===== src/rtl/mac_tree_pipe_pkg.sv =====
// rtl/mac_tree_pipe_pkg.sv - shared constants and helpers for the MAC adder-tree pipeline
package mac_tree_pipe_pkg;

    localparam int DEF_N_CH  = 4;
    localparam int DEF_DW    = 16;
    localparam int DEF_FRAC  = 14;
    localparam int DEF_TAG_W = 16;
    localparam int SAT_VW    = 64;

    typedef struct packed {
        logic signed [SAT_VW-1:0] value;
        logic                     flag;
    } sat_t;

    function automatic int safe_clog2(input int n);
        return (n <= 1) ? 0 : $clog2(n);
    endfunction

    function automatic int mac_lat(input int n);
        return 2 + safe_clog2(n);
    endfunction

    // Operand count entering tree level l (level 0 is the product stage).
    function automatic int lvl_n(input int n, input int l);
        int r;
        r = n;
        for (int k = 0; k < l; k++) begin
            r = (r + 1) / 2;
        end
        return r;
    endfunction

    // Bit offset of level l inside the flattened tree bus; widths grow one bit per level.
    function automatic int lvl_off(input int n, input int pw, input int l);
        int off;
        off = 0;
        for (int k = 0; k < l; k++) begin
            off = off + lvl_n(n, k) * (pw + k);
        end
        return off;
    endfunction

    function automatic sat_t sat_to_w(input logic signed [SAT_VW-1:0] x, input int w);
        logic signed [SAT_VW-1:0] hi;
        logic signed [SAT_VW-1:0] lo;
        sat_t                     r;
        hi = (64'sd1 <<< (w - 1)) - 64'sd1;
        lo = -hi - 64'sd1;
        r.value = x;
        r.flag  = 1'b0;
        if (x > hi) begin
            r.value = hi;
            r.flag  = 1'b1;
        end else if (x < lo) begin
            r.value = lo;
            r.flag  = 1'b1;
        end
        return r;
    endfunction

endpackage


===== src/rtl/mac_tree_pipe_if.sv =====
// rtl/mac_tree_pipe_if.sv - sample stream, coefficient write and result stream bundle
interface mac_tree_pipe_if
    import mac_tree_pipe_pkg::*;
#(
    parameter int N_CH  = DEF_N_CH,
    parameter int DW    = DEF_DW,
    parameter int TAG_W = DEF_TAG_W,
    parameter int CIW   = (N_CH > 1) ? $clog2(N_CH) : 1
);
    logic                 in_valid;
    logic                 in_ready;
    logic [N_CH*DW-1:0]   in_data;
    logic [TAG_W-1:0]     in_tag;
    logic                 coef_wr_en;
    logic [CIW-1:0]       coef_wr_idx;
    logic [DW-1:0]        coef_wr_data;
    logic                 coef_commit;
    logic                 out_valid;
    logic                 out_ready;
    logic [DW-1:0]        out_data;
    logic [TAG_W-1:0]     out_tag;
    logic                 out_sat;

    modport master (
        output in_valid, in_data, in_tag, coef_wr_en, coef_wr_idx, coef_wr_data, coef_commit, out_ready,
        input  in_ready, out_valid, out_data, out_tag, out_sat
    );

    modport slave (
        input  in_valid, in_data, in_tag, coef_wr_en, coef_wr_idx, coef_wr_data, coef_commit, out_ready,
        output in_ready, out_valid, out_data, out_tag, out_sat
    );
endinterface


===== src/rtl/mac_tree_pipe_add_tree_level.sv =====
// rtl/mac_tree_pipe_add_tree_level.sv - one registered pairwise-add level of the sum tree
module add_tree_level #(
    parameter int N_IN = 4,
    parameter int W    = 32,
    localparam int N_OUT = (N_IN + 1) / 2
) (
    input  logic                   clk,
    input  logic                   rst,
    input  logic                   en,
    input  logic [N_IN*W-1:0]      in_bus,
    output logic [N_OUT*(W+1)-1:0] out_bus
);

    // An odd leftover operand is sign-extended and registered so all paths keep equal depth.
    always_ff @(posedge clk) begin
        if (rst) begin
            out_bus <= '0;
        end else if (en) begin
            for (int i = 0; i < N_OUT; i++) begin
                if (2 * i + 1 < N_IN) begin
                    out_bus[i*(W+1) +: W+1] <= (W+1)'($signed(in_bus[2*i*W +: W]))
                                             + (W+1)'($signed(in_bus[(2*i+1)*W +: W]));
                end else begin
                    out_bus[i*(W+1) +: W+1] <= (W+1)'($signed(in_bus[2*i*W +: W]));
                end
            end
        end
    end

endmodule


===== src/rtl/mac_tree_pipe.sv =====
// rtl/mac_tree_pipe.sv - N-channel coefficient MAC with registered adder tree and scaled output
module mac_tree_pipe
    import mac_tree_pipe_pkg::*;
#(
    parameter int N_CH   = DEF_N_CH,
    parameter int DW     = DEF_DW,
    parameter int FRAC   = DEF_FRAC,
    parameter int TAG_W  = DEF_TAG_W,
    parameter int SAT_EN = 1
) (
    input logic            clk,
    input logic            rst,
    mac_tree_pipe_if.slave bus
);

    localparam int L2      = safe_clog2(N_CH);
    localparam int LAT     = mac_lat(N_CH);
    localparam int PW      = 2 * DW;
    localparam int SW      = PW + L2;
    localparam int CIW     = (N_CH > 1) ? $clog2(N_CH) : 1;
    localparam int TREE_W  = lvl_off(N_CH, PW, L2 + 1);
    localparam int SUM_OFF = lvl_off(N_CH, PW, L2);

    logic                 stall;
    logic                 en;
    logic                 accept;
    logic signed [DW-1:0] shadow [N_CH];
    logic signed [DW-1:0] active [N_CH];
    logic [N_CH*PW-1:0]   prod_q;
    wire  [TREE_W-1:0]    tree_bus;
    logic [LAT-2:0]       vld_q;
    logic [TAG_W-1:0]     tag_q [LAT-1];

    logic signed [SW-1:0]     final_sum;
    logic signed [SW-1:0]     scaled;
    logic signed [SAT_VW-1:0] scaled_ext;
    sat_t                     sat_r;
    logic signed [DW-1:0]     res_data;
    logic                     res_sat;

    assign stall        = bus.out_valid & ~bus.out_ready;
    assign en           = ~stall;
    assign bus.in_ready = en;
    assign accept       = bus.in_valid & en;

    // Commit reads the shadow value from before this edge, so a same-cycle write stays shadow-only.
    always_ff @(posedge clk) begin
        if (rst) begin
            for (int i = 0; i < N_CH; i++) begin
                shadow[i] <= '0;
                active[i] <= '0;
            end
        end else begin
            for (int i = 0; i < N_CH; i++) begin
                if (bus.coef_wr_en && (bus.coef_wr_idx == CIW'(i))) begin
                    shadow[i] <= bus.coef_wr_data;
                end
                if (bus.coef_commit) begin
                    active[i] <= shadow[i];
                end
            end
        end
    end

    always_ff @(posedge clk) begin
        if (rst) begin
            prod_q <= '0;
        end else if (en) begin
            for (int i = 0; i < N_CH; i++) begin
                prod_q[i*PW +: PW] <= PW'($signed(bus.in_data[i*DW +: DW])) * PW'(active[i]);
            end
        end
    end

    assign tree_bus[N_CH*PW-1:0] = prod_q;

    for (genvar l = 0; l < L2; l++) begin : g_lvl
        localparam int NI = lvl_n(N_CH, l);
        localparam int NO = lvl_n(N_CH, l + 1);
        localparam int WI = PW + l;
        localparam int OI = lvl_off(N_CH, PW, l);
        localparam int OO = lvl_off(N_CH, PW, l + 1);

        add_tree_level #(
            .N_IN (NI),
            .W    (WI)
        ) u_lvl (
            .clk     (clk),
            .rst     (rst),
            .en      (en),
            .in_bus  (tree_bus[OI +: NI*WI]),
            .out_bus (tree_bus[OO +: NO*(WI+1)])
        );
    end

    assign final_sum  = $signed(tree_bus[SUM_OFF +: SW]);
    assign scaled     = final_sum >>> FRAC;
    assign scaled_ext = SAT_VW'(scaled);
    assign sat_r      = sat_to_w(scaled_ext, DW);

    always_comb begin
        res_data = DW'(scaled);
        res_sat  = 1'b0;
        if (SAT_EN != 0) begin
            res_data = DW'(sat_r.value);
            res_sat  = sat_r.flag;
        end
    end

    // Valid and tag advance with the datapath; bubbles move through rather than being squeezed out.
    always_ff @(posedge clk) begin
        if (rst) begin
            vld_q         <= '0;
            bus.out_valid <= 1'b0;
            bus.out_data  <= '0;
            bus.out_tag   <= '0;
            bus.out_sat   <= 1'b0;
            for (int i = 0; i < LAT - 1; i++) begin
                tag_q[i] <= '0;
            end
        end else if (en) begin
            vld_q    <= {vld_q[LAT-3:0], accept};
            tag_q[0] <= bus.in_tag;
            for (int i = 1; i < LAT - 1; i++) begin
                tag_q[i] <= tag_q[i-1];
            end
            bus.out_valid <= vld_q[LAT-2];
            bus.out_tag   <= tag_q[LAT-2];
            bus.out_data  <= res_data;
            bus.out_sat   <= res_sat;
        end
    end

endmodule

===== src/flat_wrapper.sv =====
// flat-port wrapper written by rule: the top's interface ports become plain ports
module mac_tree_pipe_flat import mac_tree_pipe_pkg::*;
#(
    parameter int N_CH   = DEF_N_CH,
    parameter int DW     = DEF_DW,
    parameter int FRAC   = DEF_FRAC,
    parameter int TAG_W  = DEF_TAG_W,
    parameter int SAT_EN = 1
)
  (clk, rst, bus_in_valid, bus_in_data, bus_in_tag, bus_coef_wr_en, bus_coef_wr_idx, bus_coef_wr_data, bus_coef_commit, bus_out_ready, bus_in_ready, bus_out_valid, bus_out_data, bus_out_tag, bus_out_sat);
  mac_tree_pipe_if #(.N_CH(N_CH), .DW(DW), .TAG_W(TAG_W)) bus_i ();
  input logic clk;
  input logic rst;
  input wire logic [$bits(bus_i.in_valid)-1:0] bus_in_valid;
  input wire logic [$bits(bus_i.in_data)-1:0] bus_in_data;
  input wire logic [$bits(bus_i.in_tag)-1:0] bus_in_tag;
  input wire logic [$bits(bus_i.coef_wr_en)-1:0] bus_coef_wr_en;
  input wire logic [$bits(bus_i.coef_wr_idx)-1:0] bus_coef_wr_idx;
  input wire logic [$bits(bus_i.coef_wr_data)-1:0] bus_coef_wr_data;
  input wire logic [$bits(bus_i.coef_commit)-1:0] bus_coef_commit;
  input wire logic [$bits(bus_i.out_ready)-1:0] bus_out_ready;
  output wire logic [$bits(bus_i.in_ready)-1:0] bus_in_ready;
  output wire logic [$bits(bus_i.out_valid)-1:0] bus_out_valid;
  output wire logic [$bits(bus_i.out_data)-1:0] bus_out_data;
  output wire logic [$bits(bus_i.out_tag)-1:0] bus_out_tag;
  output wire logic [$bits(bus_i.out_sat)-1:0] bus_out_sat;
  assign bus_i.in_valid = bus_in_valid;
  assign bus_i.in_data = bus_in_data;
  assign bus_i.in_tag = bus_in_tag;
  assign bus_i.coef_wr_en = bus_coef_wr_en;
  assign bus_i.coef_wr_idx = bus_coef_wr_idx;
  assign bus_i.coef_wr_data = bus_coef_wr_data;
  assign bus_i.coef_commit = bus_coef_commit;
  assign bus_i.out_ready = bus_out_ready;
  assign bus_in_ready = bus_i.in_ready;
  assign bus_out_valid = bus_i.out_valid;
  assign bus_out_data = bus_i.out_data;
  assign bus_out_tag = bus_i.out_tag;
  assign bus_out_sat = bus_i.out_sat;
  mac_tree_pipe #(.N_CH(N_CH), .DW(DW), .FRAC(FRAC), .TAG_W(TAG_W), .SAT_EN(SAT_EN)) u_core (.clk(clk), .rst(rst), .bus(bus_i));
endmodule

===== config.mk =====
export PLATFORM = sky130hd
export DESIGN_NAME = mac_tree_pipe_flat
export DESIGN_NICKNAME = d
export VERILOG_FILES = /design/src/rtl/mac_tree_pipe_pkg.sv /design/src/rtl/mac_tree_pipe_if.sv /design/src/rtl/mac_tree_pipe_add_tree_level.sv /design/src/rtl/mac_tree_pipe.sv /design/src/flat_wrapper.sv
export SDC_FILE = /design/constraint.sdc
export NUM_CORES = 2
export LEC_CHECK = 0
export BUFFER_PORTS_ARGS = -buffer_cell sky130_fd_sc_hd__buf_2
export CORE_AREA = 4 4 386 388
export DETAILED_ROUTE_END_ITERATION = 6
export DIE_AREA = 0 0 390 392
export SYNTH_ARGS = -nofsm -noshare
export SYNTH_HDL_FRONTEND = slang
export SYNTH_SLANG_ARGS = --single-unit

===== constraint.sdc =====
create_clock -name clk -period 20.4 [get_ports clk]
set_clock_uncertainty 0.2 [all_clocks]
set_input_delay 3.06 -clock clk [delete_from_list [all_inputs] [get_ports clk]]
set_output_delay 3.06 -clock clk [all_outputs]
set_load 0.05 [all_outputs]

**Word level (Yosys, flattened, before mapping)**

Memories as Yosys holds them, arrays and structs flattened. A register that Yosys moved wholly into a read port is not among the register bits.
Index checks and enable logic that the tools add are counted.
Widths: inputs -> output; s select.

- Bits in registers: 249
- Latch bits: 0
- Memory bits (writable): 176
- ROM bits: 0
- Input bits: 104
- Output and inout bits: 35
- Word-level logic and storage cells: 76
- Memories kept: 3

Memories:

| memory | depth | bits a word | read ports | clocked after Yosys merged registers in | write ports | line | text |
|---|---|---|---|---|---|---|---|
| u_core.active | 4 | 16 | 4 | 0 | 4 | mac_tree_pipe.sv:28 | `logic signed [DW-1:0] active [N_CH];` |
| u_core.shadow | 4 | 16 | 4 | 0 | 4 | mac_tree_pipe.sv:27 | `logic signed [DW-1:0] shadow [N_CH];` |
| u_core.tag_q | 3 | 16 | 3 | 1 | 3 | mac_tree_pipe.sv:32 | `logic [TAG_W-1:0] tag_q [LAT-1];` |

- $add $sub $neg: 3
- Multipliers: 4
- Divide/modulo/power cells: 0
- Order comparisons: 2
- Eq/ne operators: 3
- Shifts and indexed selects: 0
- Multiplexer cells: 33
- Bitwise logic cells: 15
- Reductions and logical operators: 6

Operators by type and width:

| operator | count |
|---|---|
| $mux 16 | 11 |
| $mul 16x16->32 | 4 |
| $add 32x32->33 | 2 |
| $add 33x33->34 | 1 |
| $mux 17 | 2 |
| $gt 20x16->1 const B | 1 |
| $lt 20x16->1 const B | 1 |
| $mux 1 | 20 |
| $or 1x1->1 | 11 |
| $eq 2x2->1 const B | 2 |
| $logic_and 1x1->1 | 4 |
| $and 1x1->1 | 2 |
| $eq 2x1->1 const B | 1 |
| $logic_not 2->1 | 1 |
| $not 1->1 | 2 |
| $logic_not 1->1 | 1 |

**Logic depth before layout (Yosys ltp)**

- Depth in word-level cells: 6
- Gate-level depth with buffers: 26
- Depth with buffers taken out: 24

**Modules after synthesis**

A second synthesis with hierarchy kept.

- Cells, all modules: 6486
- Area, all modules: 60186.5 µm²

By module, submodules not included:

| module | times used | cells an instance | area an instance (µm²) | seq. area each (µm²) |
|---|---|---|---|---|
| mac_tree_pipe | 1 | 5398 | 51444.3 | 8588.2 |
| add_tree_level at u_core.g_lvl[0].u_lvl | 1 | 746 | 5931.9 | 1321.3 |
| add_tree_level at u_core.g_lvl[1].u_lvl | 1 | 342 | 2810.2 | 680.7 |

**Worst setup path before layout**

OpenSTA, ideal clock, no wires.

- Kind: input to register
- From: in bus_in_data[55]
- To: reg u_core.prod_q[127]
- Library setup time: 0.086 ns
- Arrival: 8.741 ns
- Required time: 20.114 ns
- Path slack: 11.374 ns
- Stages: 24
- Path buffers: 1
- Cells stage by stage: clkbuf_1 -> nand2_1 -> fa_1 -> inv_1 -> fa_1 -> inv_1 -> fa_1 -> inv_1 -> fa_1 -> fa_1 -> inv_1 -> fa_1 -> inv_1 -> ha_1 -> a21o_1 -> a21o_1 -> a21o_1 -> a2111oi_2 -> nor2_1 -> a21oi_2 -> o21ai_1 -> a41oi_1 -> xnor2_1 -> a211oi_1

- Cells in the longest elaborated chain, start to end: 1

RTL lines:

| element | line | text |
|---|---|---|
| start: declaration | flat_wrapper.sv:15 | `input wire logic [$bits(bus_i.in_data)-1:0] bus_in_data;` |
| $mul 16x16->32 | mac_tree_pipe.sv:70 | `prod_q[i*PW +: PW] <= PW'($signed(bus.in_data[i*DW +: DW])) * PW'(active[i]);` |
| end signal: indexed assignment | mac_tree_pipe.sv:70 |  |
| end: declaration | mac_tree_pipe.sv:29 | `logic [N_CH*PW-1:0] prod_q;` |

Every way passes these cells.
A chain may end at the register's enable or synchronous reset.

**Worst setup path in the final report**

- From: in bus_in_data[15]
- To: reg u_core.prod_q[31]

Same word-level chain as after synthesis.

==> results.md <==
- Fin nets: 7,781
- Horiz. Die Dim: between 300 and 400 um
- Crit end category: flop
- Multi-input logic area: 0.0423 sq mm
- Clk sinks: 427
- Antenna-violating nets left: 0
- Die height: 392 um
- Final setup vio count: 0
- Pin count of the biggest net entering global routing: between 150 and 200
- CP max FO: 16
- Remaining DRCs: 0
- Mux share of post-synthesis cell area: 0.0691%
- Area grow syn2layout: 7.34%
- Share of the synthesized area in the top cell type: 36.3%
- #FFs+latches synth: approximately 430
- Post-synth cell types: 77
- Register area share after synthesis: 17.8%
- Clock Latency Late Sink: 620 ps
- Cells after synthesis: 6,222
- Worst-path cell chain: buf_2 > nand2_1 > inv_1 > fa_1 > fa_1 > fa_1 > fa_1 > fa_1 > inv_1 > fa_1 > inv_1 > ha_1 > and4_1 > nand2_1 > o311ai_0 > o2111ai_1 > nand3_1 > a31oi_1 > o21ai_0 > a21oi_1 > xnor2_1 > o21ai_0
- Post-DP HPWL: 121,000 um
- Initial core utilization: 39.9%
- Hold WC Path Type: flop to flop
- Dominant synthesized flop cell: dfxtp_1
- Worst Max-Slew Pin Slew: 1110 ps
- Drt first pass iters: 6
- Setup crit start kind: input port
- CP max-delay cell: fa_1
- DR vias/cell: ~5
- Worst endpoint data arrival time: about 9500 ps
- Slew HR: 26.2%
- Pleak: ~30 nW
- Unrepaired setup endpoints after global routing: false
- Run status: finished clean
- GP Congestion: 0.885
- Combinational Power Share: 76.4%
- Total Die Area: 0.153 sq mm
- Fillers: 14,400
- Setup ws final: around 11,000 ps
- Top cells by area, synth: fa_1 36%, ha_1 9.2%, edfxtp_1 9.1%
- Simple-gate area share of the yosys netlist: 16.6%
- Asr flop ratio synth: 0%
- Vias in the first global route: about 44,000
- Hold buffers post-CTS: 0
- CP max stage delay: 780 ps
- Root buffer cell: clkbuf_16
- Critical Path Most Common Cell: fa_1
- Tmin final: 9240 ps
- Clk buf depth: 3
- XOR/XNOR Fraction of Synth Area: 2.79%
- CP Buf/Inv Count: 4
- Achievable frequency: 0.108 GHz
- Final Hold Vio Count: 0
- Worst setup path class: input port to flop
- IO buf count: 138
- Wirelength per Cell: 18.9 um
- Synth Area in Compound Gates: 8.09%
- Clock Power Share: about a tenth
- Setup WS pre-CTS: around 11,000 ps
- Clock-pin slew on the worst setup and hold paths: 60 ps
- Sw Pwr: 5.07 mW
- Initial drt markers: 2,336
- Total number of vias: ~42,000
- Initial antenna violation count: 13
- Slew Viols, Final: 0
- FF/Latch Area: ~0.010 sq mm
- Cell Pwr Density: 160 mW/mm^2
- Synth warn: 0
- Avg Inst Size Synth: 9.32 sq um
- Sequential power share: 13.9%
- DRT Wirelength: 155,000 um
- Sum Neg Setup Slack: 0 ps
- Syn Nets: 7,800
- Commonest non-fill, non-tap cells in the layout: 1,209 x inv_1, 1,050 x fa_1, 858 x nand2_1
- First-pass GRT wire length: 247,000 um
- Sw Share: around 51%
- Share of layout cells above drive strength 1: 4.50%
- Synth area leader: fa_1
- Rows: 140
- Commonest non-fill, non-tap cell in the layout: inv_1
- Int Power: 4.90 mW
- Critical path required time: 20,660 ps
- PnR Total Power: 9.96 mW
- CTS Buf Count: a little over 50
- Finished Core Util: between 40% and 50%
- Fin crit share: between 40% and 50%
- Total grt overflow: 0
- Worst VDD drop: 0.000141 V
- CTS-repair resized insts: 0
- Post-CTS Setup Bufs: 0
- Htree depth: 2
- GRT Util Overall: between 20 and 25%
- Max_cap viols: 0
- CTS tree: done
- Cell Area, Synth: 0.0580 sq mm
- Top-Level Pins: 139
- Crit-path leading delay family: adder cells
- Post-synth EDFFs: 176
- Post-synthesis adder-cell area fraction: 45.4%
- Largest family of logic cells by synthesized area: adder cells
- Core Box Area: roughly 0.15 sq mm
==> final timing paths <==
| path | start | to | slack, ps | depth (start not counted) |
|---|---|---|---|---|
| worst max-delay path | bus_in_data[15] | u_core.prod_q[31]$_SDFFE_PP0N_ | 11170 | 22 |
| worst min-delay path | u_core.bus.out_data[5]$_SDFFE_PP0N_ | u_core.bus.out_data[5]$_SDFFE_PP0N_ | 230 | 2 |
| worst max register to register | u_core.active[0][1]$_SDFFCE_PN0P_ | u_core.prod_q[31]$_SDFFE_PP0N_ | 12860 | 21 |
| worst min register to register | u_core.bus.out_data[5]$_SDFFE_PP0N_ | u_core.bus.out_data[5]$_SDFFE_PP0N_ | 230 | 2 |
==> cells in the mapped netlist, drive strengths merged, types with 12 or more instances <==
cell and n:
edfxtp 176, xnor2 125, a31oi 21, o21ai 177
o21a 24, ha 424, inv 1210, or3 19
nor3 27, a21oi 275, fa 1050, and3 17
o21bai 13, xor2 60, a21o 88, nor2 167
nand4 18, nand3 49, nand2 859, nand2b 41
nor2b 24, a211oi 41, dfxtp 251, nor3b 12
buf 13, clkbuf 213, and2 679
==> flip-flops by register name, summed over array words and instances, names as in the netlist <==
signal	cells
u_core.bus.out_sat	1
u_core.bus.out_data	16
u_core.prod_q	128
u_core.bus.out_tag	16
u_core.tag_q	48
u_core.active	64
u_core.vld_q	3
u_core.shadow	64
u_core.bus.out_valid	1
u_core.g_lvl.u_lvl.out_bus	86
==> stage by stage <==
stage | hold slack, ps | cell area (sq um) | instances
final | 230 | 62200 | 8173
after CTS | 233 | 62200 | 8162
after global placement | 225 | 60400 | 8066
after detailed placement | 226 | 60400 | 8066
after floorplan | 220 | 58000 | 6222
after global routing | 255 | 62200 | 8170
==> cells by family after synthesis <==
group | Yosys count
muxes | 4
adders and majority gates | 1474
AOI/OAI and AO/OA | 748
xor gates and xnor gates | 185
buffers and inverters | 1437
DFF | 427
and+or+nand+nor | 1947
==> layout make-up <==
cell class / count / share of cell area [%]
Antenna cell: 10 / 0.0402
Clock buffer: 65 / 2.25
Clock inverter: 31 / 0.664
Inverter: 1211 / 7.31
Multi-Input combinational cell: 4358 / 68.0
Sequential cell: 427 / 16.6
Tap cell: 1917 / 3.85
Timing Repair Buffer: 154 / 1.33
==> layer usage <==
metal	vias up	track usage (%)	share of wire, %	wire (um)
li1	19100	-	-	-
met1	21200	27.5	43	66300
met2	1015	35.0	48	75000
met3	234	2.44	5.3	8140
met4	0	6.83	3.4	5320
met5	-	0	0	0
==> worst register-to-register path, stage by stage (launching register included) <==
cell and delay [ps]:
edfxtp_1 980, nand2_1 240, inv_1 190, fa_1 560, fa_1 570, fa_1 450
fa_1 510, fa_1 490, inv_1 50, fa_1 470, inv_1 40, ha_1 350
and4_1 340, nand2_1 70, o311ai_0 690, o2111ai_1 220, nand3_1 180, a31oi_1 140
o21ai_0 260, a21oi_1 120, xnor2_1 150, o21ai_0 90
==> power by group through the flow <==
stage	Clock [mW]	Sequential, mW	Combinational, mW
floorplan	0	1.27	5.72
global placement	0	1.39	7.52
detailed placement	0	1.39	7.61
CTS	0.991	1.37	7.67
global route	1.02	1.39	8.69
finish	0.971	1.38	7.61
Note: power is estimated with default switching activity, not from simulation.
